## config.mk

```make
export PLATFORM = sky130hd
export DESIGN_NAME = ebpf_fetch_flat
export DESIGN_NICKNAME = d
export VERILOG_FILES = /design/src/rtl/ebpf_pkg.sv /design/src/rtl/ebpf_fetch_if.sv /design/src/rtl/ebpf_fetch_fifo.sv /design/src/rtl/ebpf_fetch.sv /design/src/flat_wrapper.sv
export SDC_FILE = /design/constraint.sdc
export NUM_CORES = 1
export LEC_CHECK = 0
export BUFFER_PORTS_ARGS = -buffer_cell sky130_fd_sc_hd__buf_2
export CAP_MARGIN = 20
export CORE_MARGIN = 2
export CORE_UTILIZATION = 46
export CTS_BUF_LIST = sky130_fd_sc_hd__clkbuf_8
export CTS_CLUSTER_SIZE = 28
export DETAILED_ROUTE_END_ITERATION = 10
export PLACE_DENSITY = 0.67
export SETUP_SLACK_MARGIN = 0.05
export SYNTH_ARGS = -nofsm -noshare
export SYNTH_HDL_FRONTEND = slang
export SYNTH_SLANG_ARGS = --single-unit
```

## constraint.sdc

```tcl
create_clock -name clock -period 5.35 [get_ports clock]
set_clock_uncertainty 0.2 [all_clocks]
set_input_delay 1.07 -clock clock [delete_from_list [all_inputs] [get_ports clock]]
set_output_delay 1.07 -clock clock [all_outputs]
set_load 0.05 [all_outputs]
```

## src/rtl/ebpf_pkg.sv

```systemverilog
// Shared eBPF fetch definitions: opcodes, slot field offsets, fetch FSM states, slot field helpers.
package ebpf_pkg;

    localparam logic [7:0] OP_LDDW = 8'h18;
    localparam logic [7:0] OP_EXIT = 8'h95;

    localparam int OPC_LSB = 0;
    localparam int DST_LSB = 8;
    localparam int SRC_LSB = 12;
    localparam int OFF_LSB = 16;
    localparam int IMM_LSB = 32;

    typedef enum logic [1:0] {
        ST_IDLE = 2'd0,
        ST_RUN  = 2'd1,
        ST_ERR  = 2'd2
    } fetch_state_t;

    function automatic logic [7:0] slot_opcode(input logic [63:0] slot);
        return slot[OPC_LSB +: 8];
    endfunction

    function automatic logic [31:0] slot_imm(input logic [63:0] slot);
        return slot[IMM_LSB +: 32];
    endfunction

endpackage

```

## src/rtl/ebpf_fetch_if.sv

```systemverilog
// Instruction handoff bus from the fetch front end to core decode (valid/ready).
interface ebpf_fetch_if #(
    parameter int IMEM_AW = 12
) ();
    logic               insn_valid;
    logic               insn_ready;
    logic [IMEM_AW-1:0] insn_pc;
    logic [63:0]        insn;
    logic [31:0]        insn_imm_hi;
    logic               insn_wide;
    logic               insn_err;

    modport master (
        output insn_valid, insn_pc, insn, insn_imm_hi, insn_wide, insn_err,
        input  insn_ready
    );

    modport slave (
        input  insn_valid, insn_pc, insn, insn_imm_hi, insn_wide, insn_err,
        output insn_ready
    );
endinterface

```

## src/rtl/ebpf_fetch_fifo.sv

```systemverilog
// Prefetch buffer of {err, pc, slot} entries; exposes the two oldest entries so lddw can pop both at once.
module ebpf_fetch_fifo #(
    parameter int DEPTH = 4,
    parameter int PC_W  = 12,
    localparam int PW   = $clog2(DEPTH),
    localparam int CW   = PW + 1
) (
    input  logic            clock,
    input  logic            reset,
    input  logic            flush,
    input  logic            push,
    input  logic            push_err,
    input  logic [PC_W-1:0] push_pc,
    input  logic [63:0]     push_data,
    input  logic            pop1,
    input  logic            pop2,
    output logic            head_err,
    output logic [PC_W-1:0] head_pc,
    output logic [63:0]     head_data,
    output logic            next_err,
    output logic [63:0]     next_data,
    output logic [CW-1:0]   count
);
    logic [PW-1:0] rd_ptr_q, rd_ptr_d, wr_ptr_q, wr_ptr_d, rd_next;
    logic [CW-1:0] count_q, count_d, pop_n;

    logic            err_q  [DEPTH];
    logic [PC_W-1:0] pc_q   [DEPTH];
    logic [63:0]     data_q [DEPTH];

    assign rd_next = rd_ptr_q + 1'b1;
    assign pop_n   = pop2 ? CW'(2) : CW'(pop1);

    always_comb begin
        rd_ptr_d = rd_ptr_q;
        wr_ptr_d = wr_ptr_q;
        count_d  = count_q;
        if (flush) begin
            rd_ptr_d = '0;
            wr_ptr_d = '0;
            count_d  = '0;
        end else begin
            if (push) wr_ptr_d = wr_ptr_q + 1'b1;
            if (pop2)      rd_ptr_d = rd_next + 1'b1;
            else if (pop1) rd_ptr_d = rd_next;
            count_d = count_q + CW'(push) - pop_n;
        end
    end

    always_ff @(posedge clock) begin
        if (reset) begin
            rd_ptr_q <= '0;
            wr_ptr_q <= '0;
            count_q  <= '0;
        end else begin
            rd_ptr_q <= rd_ptr_d;
            wr_ptr_q <= wr_ptr_d;
            count_q  <= count_d;
        end
    end

    // Storage carries no reset; the pointers alone define which entries are live.
    always_ff @(posedge clock) begin
        if (push) begin
            err_q[wr_ptr_q]  <= push_err;
            pc_q[wr_ptr_q]   <= push_pc;
            data_q[wr_ptr_q] <= push_data;
        end
    end

    assign head_err  = err_q[rd_ptr_q];
    assign head_pc   = pc_q[rd_ptr_q];
    assign head_data = data_q[rd_ptr_q];
    assign next_err  = err_q[rd_next];
    assign next_data = data_q[rd_next];
    assign count     = count_q;

endmodule

```

## src/rtl/ebpf_fetch.sv

```systemverilog
// eBPF instruction fetch: PC walk, prefetch, lddw merge, redirect flush with epoch tagging.
// Optional EBPF_FETCH_PERF_EN adds saturating stall/flush counters.
module ebpf_fetch
    import ebpf_pkg::*;
#(
    parameter int IMEM_AW    = 12,
    parameter int FIFO_DEPTH = 4
) (
    input  logic               clock,
    input  logic               reset,
    input  logic               start,
    input  logic [IMEM_AW-1:0] start_pc,
    input  logic [IMEM_AW:0]   prog_len,
    input  logic               halt_req,
    output logic               imem_rd_en,
    output logic [IMEM_AW-1:0] imem_addr,
    input  logic [63:0]        imem_rdata,
    input  logic               redirect_vld,
    input  logic [IMEM_AW-1:0] redirect_pc,
    ebpf_fetch_if.master       insn_if,
`ifdef EBPF_FETCH_PERF_EN
    output logic [31:0]        perf_stall_cnt,
    output logic [31:0]        perf_flush_cnt,
`endif
    output logic               busy
);
    localparam int CW = $clog2(FIFO_DEPTH) + 1;

    fetch_state_t       state_q, state_d;
    logic [IMEM_AW-1:0] pc_q, pc_d, infl_pc_q, infl_pc_d;
    logic epoch_q, epoch_d, infl_q, infl_d, infl_err_q, infl_err_d;
    logic infl_epoch_q, infl_epoch_d, stall_q, stall_d;

    logic [CW-1:0]      fifo_cnt, occ;
    logic               head_err, next_err;
    logic [IMEM_AW-1:0] head_pc;
    logic [63:0]        head_data, next_data;
    logic run, oob, halt, redir, issue, push, flush;
    logic head_lddw, out_valid, out_wide, out_err, fire;

    assign run   = (state_q == ST_RUN);
    assign oob   = ({1'b0, pc_q} >= prog_len);
    assign halt  = (state_q != ST_IDLE) && halt_req;
    assign redir = run && redirect_vld && !halt_req;
    assign occ   = fifo_cnt + CW'(infl_q);
    assign issue = run && !halt_req && !stall_q && (occ < CW'(FIFO_DEPTH));
    // A read issued under the previous epoch is dropped when it lands after a redirect.
    assign push  = run && infl_q && (infl_epoch_q == epoch_q);
    assign flush = halt || redir;

    assign head_lddw = (slot_opcode(head_data) == OP_LDDW);
    assign out_valid = run && (fifo_cnt != '0) && (!head_lddw || fifo_cnt >= CW'(2));
    assign out_wide  = out_valid && head_lddw;
    assign out_err   = out_valid && (head_err || (head_lddw && next_err));
    assign fire      = out_valid && insn_if.insn_ready;

    always_comb begin
        state_d      = state_q;
        pc_d         = pc_q;
        epoch_d      = epoch_q;
        stall_d      = stall_q;
        infl_d       = 1'b0;
        infl_err_d   = infl_err_q;
        infl_pc_d    = infl_pc_q;
        infl_epoch_d = infl_epoch_q;
        if (issue) begin
            pc_d         = pc_q + 1'b1;
            infl_d       = 1'b1;
            infl_err_d   = oob;
            infl_pc_d    = pc_q;
            infl_epoch_d = epoch_q;
            if (oob) stall_d = 1'b1;
        end
        unique case (state_q)
            ST_IDLE: begin
                if (start) begin
                    state_d = ST_RUN;
                    pc_d    = start_pc;
                    stall_d = 1'b0;
                end
            end
            ST_RUN: begin
                if (halt_req) begin
                    state_d = ST_IDLE;
                    stall_d = 1'b0;
                end else begin
                    if (redir) begin
                        pc_d    = redirect_pc;
                        epoch_d = ~epoch_q;
                        stall_d = 1'b0;
                    end
                    if (fire && out_err) state_d = ST_ERR;
                end
            end
            ST_ERR: begin
                if (halt_req) begin
                    state_d = ST_IDLE;
                    stall_d = 1'b0;
                end
            end
            default: state_d = ST_IDLE;
        endcase
    end

    always_ff @(posedge clock) begin
        if (reset) begin
            state_q      <= ST_IDLE;
            pc_q         <= '0;
            epoch_q      <= 1'b0;
            stall_q      <= 1'b0;
            infl_q       <= 1'b0;
            infl_err_q   <= 1'b0;
            infl_pc_q    <= '0;
            infl_epoch_q <= 1'b0;
        end else begin
            state_q      <= state_d;
            pc_q         <= pc_d;
            epoch_q      <= epoch_d;
            stall_q      <= stall_d;
            infl_q       <= infl_d;
            infl_err_q   <= infl_err_d;
            infl_pc_q    <= infl_pc_d;
            infl_epoch_q <= infl_epoch_d;
        end
    end

    ebpf_fetch_fifo #(
        .DEPTH (FIFO_DEPTH),
        .PC_W  (IMEM_AW)
    ) u_fifo (
        .clock     (clock),
        .reset     (reset),
        .flush     (flush),
        .push      (push),
        .push_err  (infl_err_q),
        .push_pc   (infl_pc_q),
        .push_data (infl_err_q ? 64'd0 : imem_rdata),
        .pop1      (fire && !out_wide),
        .pop2      (fire && out_wide),
        .head_err  (head_err),
        .head_pc   (head_pc),
        .head_data (head_data),
        .next_err  (next_err),
        .next_data (next_data),
        .count     (fifo_cnt)
    );

    assign imem_rd_en          = issue && !oob;
    assign imem_addr           = pc_q;
    assign busy                = (state_q != ST_IDLE);
    assign insn_if.insn_valid  = out_valid;
    assign insn_if.insn_pc     = out_valid ? head_pc : '0;
    assign insn_if.insn        = out_valid ? head_data : '0;
    assign insn_if.insn_wide   = out_wide;
    assign insn_if.insn_imm_hi = out_wide ? slot_imm(next_data) : '0;
    assign insn_if.insn_err    = out_err;

`ifdef EBPF_FETCH_PERF_EN
    logic [31:0] stall_cnt_q, stall_cnt_d, flush_cnt_q, flush_cnt_d;

    always_comb begin
        stall_cnt_d = stall_cnt_q;
        flush_cnt_d = flush_cnt_q;
        if (state_q == ST_IDLE && start) begin
            stall_cnt_d = '0;
            flush_cnt_d = '0;
        end else begin
            if (out_valid && !insn_if.insn_ready && stall_cnt_q != '1) stall_cnt_d = stall_cnt_q + 1'b1;
            if (redir && flush_cnt_q != '1) flush_cnt_d = flush_cnt_q + 1'b1;
        end
    end

    always_ff @(posedge clock) begin
        if (reset) begin
            stall_cnt_q <= '0;
            flush_cnt_q <= '0;
        end else begin
            stall_cnt_q <= stall_cnt_d;
            flush_cnt_q <= flush_cnt_d;
        end
    end

    assign perf_stall_cnt = stall_cnt_q;
    assign perf_flush_cnt = flush_cnt_q;
`endif

endmodule

```

## src/flat_wrapper.sv

```systemverilog
// flat-port wrapper written by rule: the top's interface ports become plain ports
module ebpf_fetch_flat import ebpf_pkg::*;
#(
    parameter int IMEM_AW    = 12,
    parameter int FIFO_DEPTH = 4
)
  (clock, reset, start, start_pc, prog_len, halt_req, imem_rd_en, imem_addr, imem_rdata, redirect_vld, redirect_pc, busy, insn_if_insn_valid, insn_if_insn_pc, insn_if_insn, insn_if_insn_imm_hi, insn_if_insn_wide, insn_if_insn_err, insn_if_insn_ready);
  ebpf_fetch_if #(.IMEM_AW(IMEM_AW)) insn_if_i ();
  input  logic clock;
  input  logic reset;
  input  logic start;
  input  logic [IMEM_AW-1:0] start_pc;
  input  logic [IMEM_AW:0] prog_len;
  input  logic halt_req;
  output logic imem_rd_en;
  output logic [IMEM_AW-1:0] imem_addr;
  input  logic [63:0] imem_rdata;
  input  logic redirect_vld;
  input  logic [IMEM_AW-1:0] redirect_pc;
  output logic busy;
  output wire logic [$bits(insn_if_i.insn_valid)-1:0] insn_if_insn_valid;
  output wire logic [$bits(insn_if_i.insn_pc)-1:0] insn_if_insn_pc;
  output wire logic [$bits(insn_if_i.insn)-1:0] insn_if_insn;
  output wire logic [$bits(insn_if_i.insn_imm_hi)-1:0] insn_if_insn_imm_hi;
  output wire logic [$bits(insn_if_i.insn_wide)-1:0] insn_if_insn_wide;
  output wire logic [$bits(insn_if_i.insn_err)-1:0] insn_if_insn_err;
  input wire logic [$bits(insn_if_i.insn_ready)-1:0] insn_if_insn_ready;
  assign insn_if_insn_valid = insn_if_i.insn_valid;
  assign insn_if_insn_pc = insn_if_i.insn_pc;
  assign insn_if_insn = insn_if_i.insn;
  assign insn_if_insn_imm_hi = insn_if_i.insn_imm_hi;
  assign insn_if_insn_wide = insn_if_i.insn_wide;
  assign insn_if_insn_err = insn_if_i.insn_err;
  assign insn_if_i.insn_ready = insn_if_insn_ready;
  ebpf_fetch #(.IMEM_AW(IMEM_AW), .FIFO_DEPTH(FIFO_DEPTH)) u_core (.clock(clock), .reset(reset), .start(start), .start_pc(start_pc), .prog_len(prog_len), .halt_req(halt_req), .imem_rd_en(imem_rd_en), .imem_addr(imem_addr), .imem_rdata(imem_rdata), .redirect_vld(redirect_vld), .redirect_pc(redirect_pc), .insn_if(insn_if_i), .busy(busy));
endmodule
```

==> out/results.tsv <==
stage	metric	value	unit
status	status	complete, no violations	
cts	# clock sinks	348	
setup_path	crit path capture type	output port	
die	Die Height	188.2	um
setup_path	internal reg-to-reg setup slack	0.99	ns
global_routing	global-route wire length before repair	52290	um
place	dpl hpwl	21230	um
detailed_routing	Post-Route WL	33980	um
cells_and_area	layout cell share with drive strength beyond 1	38.52	%
setup_path	Arr. time, crit path	3.92	ns
flow_run	MaxCap Viol Count	0	
cts	clk slew on worst S/H paths	0.06	ns
sta	setup TNS	0	ns
sta	crit path time final	5.192	ns
place	I/O Buffers	231	
die	I/O pin count	232	
detailed_routing	Residual DRC	0	
pwr	clock power share	39.0	%
detailed_routing	vias	8996	
logic_synthesis	post-synth design cell area	15600	um2
pwr	Switching Share	22.12	%
cells_and_area	P&R area growth vs syn	17.12	%
sta	Worst slew margin	29.69	%
global_routing	Total GRT Usage	19.28	%
detailed_routing	Iter 0 DRT Violations	605	
cts	# Post-CTS Setup Buffers	0	
logic_synthesis	Synth Instances	914	
setup_path	Worst EP required	4.08	ns
logic_synthesis	#FFs+latches synth	348	
detailed_routing	antenna-violating nets left	0	
pwr	combinational power share	4.7	%
sta	post-route clock period utilization	97.05	%
pwr	Pint	4.179	mW
sta	Hold Vio Cnt, Final	0	
cts	CTS buffer count	56	
cts	CTS H-Tree Depth	2	
logic_synthesis	number of flops mapped to enable cells by yosys	308	
cells_and_area	Layout Nets	1298	
detailed_routing	drt pass-1 iters	5	
pwr	PD cells	293.6	nW/um2
logic_synthesis	top_reg_cell synth	edfxtp_1	
cts	Worst-Skew Late Latency	0.57	ns
setup_path	worst r2r path cells	11	
cells_and_area	most frequent cells in the layout	edfxtp_1 (308), buf_2 (228), mux4_2 (97)	
pwr	peak supply drop	176.2	uV
global_routing	number of global-route vias before repair	9381	
sta	Slew Limit Fails	0	
place	GPL Wtd Cong	0.7857	
logic_synthesis	post-synthesis net count	1042	
setup_path	Setup crit start kind	flop	
min_path	min-delay worst type	flop to flop	
detailed_routing	Via-to-Cell Ratio	5.410	
cts	CTS tree	built	
logic_synthesis	asr flop ratio synth	0	%
detailed_routing	WL/cell	20.43	um
cts	Root Driver	clkbuf_8	
cells_and_area	number of diodes	0	
global_routing	largest net degree at the start of global routing	70	
sta	RSZ-0062 raised after global routing	true	
pwr	Switching Power	1.187	mW
logic_synthesis	synth warn	0	
logic_synthesis	Yosys cell types	57	
setup_path	kind of critical path	flop to output port	
die	Initial Util	46.65	%
logic_synthesis	Syn Area/Cell	17.07	um2
cells_and_area	final core occ	54.64	%
global_routing	initial antenna violation count	2	
die	row count	67	
global_routing	total gr overflow	0	
die	Die ar.	35410	um2
die	Core Area	33450	um2
pwr	Reg power frac	56.3	%
cts	Max Root-Sink Buffers	3	
setup_path	Critical Path End	insn_if_insn_imm_hi[23]	
setup_path	Worst R2R End	u_core.u_fifo.count[2]	
pwr	static leakage	6.647	nW
sta	final setup violating endpoints	0	
setup_path	critical path fanouts, max	23	
logic_synthesis	sequential area share after synthesis	64.41	%
cells_and_area	most common cell after layout, fill and taps aside	edfxtp_1	
die	die width	188.2	um
sta	Fmax	0.1926	GHz
sta	Tightest Pin Transition	1.055	ns
[Yosys cell counts (4+ instances only)]
master    instances  area share, %
edfxtp_1        308             59
mux4_2           97             14
and2_1           80            3.2
nor2b_1          66            2.6
nand2_1          45            1.1
clkbuf_1         41           0.99
dfxtp_1          40            5.1
nor2_1           32           0.77
nor2b_4          29            2.6
inv_1            26           0.63
a21oi_1          20           0.64
ha_1             20            1.6
xnor2_1          13           0.73
mux4_1           12            2.0
a222oi_1          7           0.45
nand4_1           6           0.24
o22ai_1           6           0.24
o21a_1            5           0.24
a22oi_1           4           0.19
buf_6             4           0.29
xor2_1            4           0.22
[worst min path at each step]
stage                                      to  depth (start not counted)                 from
final                     u_core.infl_epoch_q                          2  u_core.infl_epoch_q
after global routing           u_core.stall_q                          1       u_core.stall_q
after CTS                 u_core.infl_epoch_q                          2  u_core.infl_epoch_q
after detailed placement  u_core.infl_epoch_q                          2  u_core.infl_epoch_q
after global placement    u_core.infl_epoch_q                          2  u_core.infl_epoch_q
after floorplan           u_core.infl_epoch_q                          2  u_core.infl_epoch_q
[critical path, cell delays in order (launching register included)]
cell and delay [ns]:
dfxtp_4 0.40, mux4_2 0.53, or4_4 0.57, or4_1 0.55
or3_4 0.65, buf_6 0.28, nor2b_4 0.11, buf_2 0.26
[metal layers]
metal / vias up / part of all wire [%] / global-route usage, %
met4: 4 / 2.0 / 5.088
li1: 4047 / - / -
met2: 311 / 50 / 32.81
met1: 4571 / 42 / 25.79
met5: - / 0.085 / 0
met3: 63 / 5.8 / 3.427
[cell type report]
cell class | instances | area [um2]
Sequential cell | 348 | 10060
Clock inverter | 45 | 242.7
Tap cell | 448 | 560.5
Fill cell | 2748 | 15170
Inverter | 27 | 106.4
Clock buffer | 58 | 798.3
Multi-Input combinational cell | 487 | 5174
Timing Repair Buffer | 250 | 1330
[cells by family after synthesis]
group,after synthesis,synth area share (%)
flip-flops,348,64.41
AND/OR/NAND/NOR,280,11.57
multiplexers,111,16.25
buffers and inverters,79,2.574
AO/OA/AOI/OAI,58,2.518
adder cells (fa/ha/maj),21,1.732
XOR/XNOR,17,0.9542
[through the flow]
stage          hold WS, ns  cell area (um2)  power, mW  cells  setup slack (ns)
2_1_floorplan       0.2478            15600      3.223    914             1.119
3_3_place_gp        0.2548            17220      3.321   1560            0.6493
3_5_place_dp        0.2598            17220      3.329   1560            0.6238
4_1_cts             0.2676            18260      5.431   1663           0.03625
5_1_grt             0.3069            18280      5.579   1663           0.04926
6_report            0.2725            18280      5.366   1663            0.1578
[sequential cells by signal, summed over array words and instances, names as in the netlist, named ones only]
register	flops
u_core.epoch_q	1
u_core.imem_addr	12
u_core.infl_epoch_q	1
u_core.infl_err_q	1
u_core.infl_pc_q	12
u_core.infl_q	1
u_core.stall_q	1
u_core.state_q	2
u_core.u_fifo.count	3
u_core.u_fifo.data_q	256
u_core.u_fifo.err_q	4
u_core.u_fifo.pc_q	48
u_core.u_fifo.rd_ptr_q	2
u_core.u_fifo.wr_ptr_q	2
[power groups by stage]
stage	sequential [mW]	clock [mW]	combinational, mW
after floorplan	3.08	0	0.142
after global placement	3.08	0	0.246
after detailed placement	3.08	0	0.252
after CTS	3.02	2.16	0.253
after global routing	3.02	2.28	0.278
final	3.02	2.09	0.252
[repair_timing]
| action | 4_1_cts | 5_1_grt |
|---|---|---|
| hold buffers | 0 | 0 |
| gates resized for setup | 1 | 4 |
| endpoints found under the hold margin | 0 | 0 |
| endpoints found under the setup margin | 11 | 11 |
| cloned | 0 | 0 |
Power figures use the tool's default switching activity.
